--- config.mk ---
export PLATFORM = sky130hd
export DESIGN_NAME = rx_block_lock
export DESIGN_NICKNAME = d
export VERILOG_FILES = /design/src/rtl/pcs_pkg.sv /design/src/rtl/rx_block_lock.sv
export SDC_FILE = /design/constraint.sdc
export NUM_CORES = 1
export LEC_CHECK = 0
export BUFFER_PORTS_ARGS = -buffer_cell sky130_fd_sc_hd__buf_2
export CORE_MARGIN = 3
export CORE_UTILIZATION = 58
export CTS_CLUSTER_DIAMETER = 100
export DETAILED_ROUTE_END_ITERATION = 8
export PLACE_DENSITY = 0.75
export SLEW_MARGIN = 25
export SYNTH_ARGS = -nofsm -noshare
export SYNTH_HDL_FRONTEND = slang
export SYNTH_SLANG_ARGS = --single-unit
--- constraint.sdc ---
create_clock -name i_clk -period 2.6 [get_ports i_clk]
set_input_delay 0.52 -clock i_clk [delete_from_list [all_inputs] [get_ports i_clk]]
set_output_delay 0.52 -clock i_clk [all_outputs]
set_load 0.02 [all_outputs]
--- src/rtl/pcs_pkg.sv ---
// Shared 64b66b PCS definitions: sync header codes, block-lock states and
// the header validity check used by the receive path.
package pcs_pkg;

  localparam logic [1:0] SYNC_DATA = 2'b01;
  localparam logic [1:0] SYNC_CTRL = 2'b10;

  typedef enum logic [1:0] {
    HUNT,
    SLIP,
    WAIT,
    LOCKED
  } block_lock_state_t;

  // Only the two transition patterns are legal; 00/11 mean we are misaligned.
  function automatic logic is_valid_sync(input logic [1:0] hdr);
    return (hdr == SYNC_DATA) || (hdr == SYNC_CTRL);
  endfunction

endpackage

--- src/rtl/rx_block_lock.sv ---
// 64b66b block-lock FSM: slips the upstream gearbox until LOCK_COUNT good sync
// headers arrive in a row, then monitors bad headers per window to drop lock.
module rx_block_lock
  import pcs_pkg::*;
#(
  parameter int LOCK_COUNT    = 64,
  parameter int UNLOCK_THRESH = 16,
  parameter int SLIP_WAIT     = 2
) (
  input  logic       i_clk,
  input  logic       i_reset,
  input  logic [1:0] i_header,
  input  logic       i_header_valid,
  output logic       o_slip,
  output logic       o_block_lock,
  output logic       o_lock_lost
);

  localparam int CW = $clog2(LOCK_COUNT + 1);
  localparam int WW = $clog2(SLIP_WAIT + 1);

  localparam logic [CW-1:0] LOCK_LAST   = CW'(LOCK_COUNT - 1);
  localparam logic [CW-1:0] UNLOCK_LAST = CW'(UNLOCK_THRESH - 1);
  localparam logic [WW-1:0] WAIT_LAST   = WW'(SLIP_WAIT - 1);

  block_lock_state_t state_reg, state_next;
  logic [CW-1:0] sh_cnt_reg, sh_cnt_next;
  logic [CW-1:0] inv_cnt_reg, inv_cnt_next;
  logic [WW-1:0] wait_cnt_reg, wait_cnt_next;
  logic slip_reg, slip_next;
  logic lock_reg, lock_next;
  logic lost_reg, lost_next;
  logic hdr_ok;

  assign hdr_ok = is_valid_sync(i_header);

  always_comb begin
    state_next    = state_reg;
    sh_cnt_next   = sh_cnt_reg;
    inv_cnt_next  = inv_cnt_reg;
    wait_cnt_next = wait_cnt_reg;
    lock_next     = lock_reg;
    slip_next     = 1'b0;
    lost_next     = 1'b0;

    case (state_reg)
      HUNT: begin
        if (i_header_valid) begin
          if (!hdr_ok) begin
            state_next  = SLIP;
            sh_cnt_next = '0;
          end else if (sh_cnt_reg == LOCK_LAST) begin
            state_next   = LOCKED;
            lock_next    = 1'b1;
            sh_cnt_next  = '0;
            inv_cnt_next = '0;
          end else begin
            sh_cnt_next = sh_cnt_reg + CW'(1);
          end
        end
      end

      // Single-cycle state regardless of strobes, so slips can never be adjacent.
      SLIP: begin
        slip_next     = 1'b1;
        state_next    = WAIT;
        wait_cnt_next = '0;
      end

      WAIT: begin
        if (i_header_valid) begin
          if (wait_cnt_reg == WAIT_LAST) begin
            state_next    = HUNT;
            sh_cnt_next   = '0;
            wait_cnt_next = '0;
          end else begin
            wait_cnt_next = wait_cnt_reg + WW'(1);
          end
        end
      end

      LOCKED: begin
        if (i_header_valid) begin
          // Unlock is tested first so it wins on the last strobe of a window.
          if (!hdr_ok && (inv_cnt_reg == UNLOCK_LAST)) begin
            state_next   = SLIP;
            lock_next    = 1'b0;
            lost_next    = 1'b1;
            sh_cnt_next  = '0;
            inv_cnt_next = '0;
          end else if (sh_cnt_reg == LOCK_LAST) begin
            sh_cnt_next  = '0;
            inv_cnt_next = '0;
          end else begin
            sh_cnt_next = sh_cnt_reg + CW'(1);
            if (!hdr_ok) begin
              inv_cnt_next = inv_cnt_reg + CW'(1);
            end
          end
        end
      end

      default: begin
        state_next   = HUNT;
        lock_next    = 1'b0;
        sh_cnt_next  = '0;
        inv_cnt_next = '0;
      end
    endcase
  end

  always_ff @(posedge i_clk) begin
    if (i_reset) begin
      state_reg    <= HUNT;
      sh_cnt_reg   <= '0;
      inv_cnt_reg  <= '0;
      wait_cnt_reg <= '0;
      slip_reg     <= 1'b0;
      lock_reg     <= 1'b0;
      lost_reg     <= 1'b0;
    end else begin
      state_reg    <= state_next;
      sh_cnt_reg   <= sh_cnt_next;
      inv_cnt_reg  <= inv_cnt_next;
      wait_cnt_reg <= wait_cnt_next;
      slip_reg     <= slip_next;
      lock_reg     <= lock_next;
      lost_reg     <= lost_next;
    end
  end

  assign o_slip       = slip_reg;
  assign o_block_lock = lock_reg;
  assign o_lock_lost  = lost_reg;

endmodule

Word level (Yosys, flattened, before mapping)
Cells that the tools add are included.

word-level totals
  register bits after elaboration = 21
  input port bits = 5
  output and inout bits = 3
  logic and storage cells = 77

cells by class
  add/subtract/negate cells = 3
  equal/unequal tests = 17
  muxes and demuxes = 35
  bitwise gates (word level) = 2
  reductions and logical operators = 13

operators with widths
  operator             count
  $mux 7               14
  $pmux 7 s3           1
  $mux 2               9
  $reduce_and 6->1     3
  $add 7x1->7 const B  2
  $ne 2x2->1 const B   7
  $pmux 7 s2           1
  $pmux 2 s4           1
  $eq 7x4->1 const B   1
  $eq 7x6->1 const B   1
  $mux 1               7
  $eq 2x1->1 const B   3
  $eq 2x2->1 const B   3
  $reduce_and 5->1     1
  $ne 4x4->1 const B   1
  $pmux 2 s2           1
  $reduce_bool 2->1    2
  $ne 3x3->1 const B   1
  $reduce_bool 3->1    1
  $reduce_or 3->1      1
  $add 2x1->2 const B  1
  $logic_not 2->1      1
  $not 1->1            2
  $pmux 1 s2           1
  4 further kinds      4

Longest topological paths before layout
  word-level depth = 7
  depth in mapped cells = 8
  gate-level depth less buffers = 7

Worst setup path before layout
Ideal clock, no wire load.

  path type = register to register
  start = reg state_reg[0]
  end = reg sh_cnt_reg[4]
  setup time = 0.070 ns
  data arrival time = 2.106 ns
  data required time = 2.530 ns
  slack = 0.424 ns
  cell stages (with the launch flop) = 9
  buffers on the path = 1
  clock period less this slack = 2.176 ns
  cells stage by stage = dfxtp_1 -> inv_1 -> ha_1 -> buf_6 -> or3_4 -> a221o_2 -> a2111oi_2 -> a31oi_1 -> a21oi_1

between the ends
  longest elaborated chain between the ends = 3
  elaborated cells on any way between the ends = 10
  those cells by class = 6 x eq/ne; 1 x mux; 3 x reduce/logical

ends and longest elaborated chain
  element                                                           RTL line              text
  start: declaration                                                rx_block_lock.sv:26   block_lock_state_t state_reg, state_next;
  start signal: assignment                                          rx_block_lock.sv:122  state_reg <= state_next;
  $eq 2x2->1 / $logic_not 2->1 (equally long branches)              rx_block_lock.sv:46   case (state_reg)
  $ne 2x2->1 (no line) / $reduce_bool 3->1 (equally long branches)  n/a
  $reduce_and 5->1 (no line)                                        n/a
  end signal: assignment                                            rx_block_lock.sv:123  sh_cnt_reg <= sh_cnt_next;
  end: declaration                                                  rx_block_lock.sv:27   logic [CW-1:0] sh_cnt_reg, sh_cnt_next;

Parallel ways exist; a longest one is shown, timed or not.
A chain may end at the register's enable or synchronous reset.

Worst setup path after layout
Same ends and word-level chain as after synthesis.

==> metrics.yaml <==
rsz0062_at_grt: "false"
worstMarginPinSlew_ns: 0.6607
drt_iter0_drc: 27
finalSetupTns_ns: 0
hpwl_um: 1857
dr_wl_met3_um: 123
place.gp.congestion: 0.8193
dr_total_vias: 1070
yosysTopAreaCellShare_pct: 34.53
ys_seq_area_share_pct: 34.53
path_clk_slew_ns: 0.12
grt_max_degree: 18
rows: 15
met2_length_um: 1132
yosys_warnings: 0
port_buffers: 7
ant_nets: 0
vias_per_cell: 5.912
syn_area_per_cell_um2: 8.282
maxCapViolations: 0
wl_per_cell_um: 13.55
ys.flop_type: "dfxtp_1"
slew_headroom_pct: 55.81
finClkSkew_ns: 0.004952
highest_layer: "met4"
cp-start-kind: "flip-flop"
die_x_um: 51.82
vdd_drop_max_mv: 0.6146
setup_viol: 0
cts-root-buf: "clkbuf_4"
p_per_area_nw_per_um2: 779.7
insertion_delay_ns: 0.30
drc: 0
fin_crit_sh_pct: 91.40
track_usage_pct: 21.70
drive_gt1_share_pct: 14.10
crit_path_max_fanout: 9
synth-edff-count: 0
post_cts_buffers: 0
outcome: "finished, final reports clean"
fmax_mhz: 420.8
multi_input_area_um2: 755.7
holdCritPathClass: "flip-flop to flip-flop"
cts_sinks: 21
p_total_w: 0.001016
mostFrequentLayoutCells: "dfxtp_1, nand2_1, a21oi_1"
start_util_pct: 65.52
synthArstFlopShare_pct: 0
r2r_slack_ns: 0.22
wl_met1_um: 1188
drv_slew: 0
layout.area.seq_um2: 420.4
netlist-cell-type-count: 41
syn-num-nets: 160
placed_cells: 177
fin_util_pct: 70.10
num_io_pins: 8
cts_buffer_depth: 2
critPathRequiredTime_ns: 2.83
p_leak_nw: 0.4938
diodes: 0
dr.pass1.iters: 4
crit_arrival_ns: 2.61
synthesis.area_um2: 1217
synth_top_area_cell: "dfxtp_1"
core_area_um2: 1858
worst_slack_ns: 0.2235
first_global_vias: 998
post_cts_resized: 0
mostFrequentLayoutCell: "dfxtp_1"
syn_inst: 147
wl_um: 2452
path_class: "flip-flop to flip-flop"
grt_antenna_before_repair: 0
grt_remaining_overflow: 0
h-tree-depth: 1
cts_buffers: 3
pre_cts_ws_ns: 0.2760
period_minus_slack_ns: 2.377
grt_pass1_wl_um: 4526
hold_viol_final: 0
dieArea_um2: 2685
synth_area_leaders: "dfxtp_1, ha_1, a21oi_1"
synth.ff_latch_count: 21
fin_cells: 181
fill_cells: 170
cp-end-kind: "flip-flop"
die_y_um: 51.82
syn2layout_area_growth_pct: 6.989
fin_nets: 170
ctsHoldBuffers: 0
cts_tree: "done"
-- routing by layer --
layer,GRT usage (%),up-vias
met4,1.310,0
met2,35.81,24
met5,0,-
met1,29.45,492
li1,-,552
met3,6.017,2
-- synthesized netlist by cell type (4+ instances only) --
cell and instances:
a21oi_1 15, a31oi_1 4, dfxtp_1 21, ha_1 8, inv_1 5, nand2_1 16
nand3_1 11, nor2_1 11, nor3_1 4, o21ai_0 7, xor2_1 4
-- power breakdown --
| part | switching, W | internal [W] | total [W] | leakage [nW] |
|---|---|---|---|---|
| sequential | 0.0000331 | 0.000358 | 0.000391 | 0.170 |
| clock | 0.0000979 | 0.0000599 | 0.000158 | 0.0150 |
| combinational | 0.000281 | 0.000186 | 0.000466 | 0.309 |
-- kinds of logic (layout without fill, tap and decap cells) --
group           count (synthesis)  in the layout  share of synthesized area (%)
fa+ha+maj                       8              8                          8.222
xor+xnor                        6              6                          4.317
flops                          21             21                          34.53
buf+inv                         9             18                          3.392
compound gates                 42             42                          23.43
simple gates                   61             61                          26.11
-- area by class of cell --
cell class                      instances  area share (%)
Inverter                                5           1.441
Multi-Input combinational cell        117           58.02
Clock buffer                            4           2.017
Tap cell                               25           2.402
Timing Repair Buffer                    9           3.842
Sequential cell                        21           32.28
-- stage by stage --
step / hold WS, ns / cell area (µm²)
after floorplan: 0.4375 / 1217
after global placement: 0.4477 / 1276
after detailed placement: 0.4559 / 1276
after CTS: 0.4765 / 1303
after global routing: 0.5015 / 1303
final: 0.4797 / 1303
-- path summary, 6_finish.rpt --
path / from / end / cells past startpoint
min: sh_cnt_reg[6] / sh_cnt_reg[6] / 2
max: state_reg[0] / sh_cnt_reg[4] / 7
min reg2reg: sh_cnt_reg[6] / sh_cnt_reg[6] / 2
max reg2reg: state_reg[0] / sh_cnt_reg[4] / 7
-- worst max-delay path, stage by stage (launching register included) --
cell	delay (ns)
dfxtp_1	0.42
inv_1	0.11
ha_1	0.30
or3_4	0.43
a221o_2	0.47
a2111oi_2	0.35
a31oi_1	0.07
a21oi_1	0.15
No activity file was read; power rests on OpenSTA's default activity.
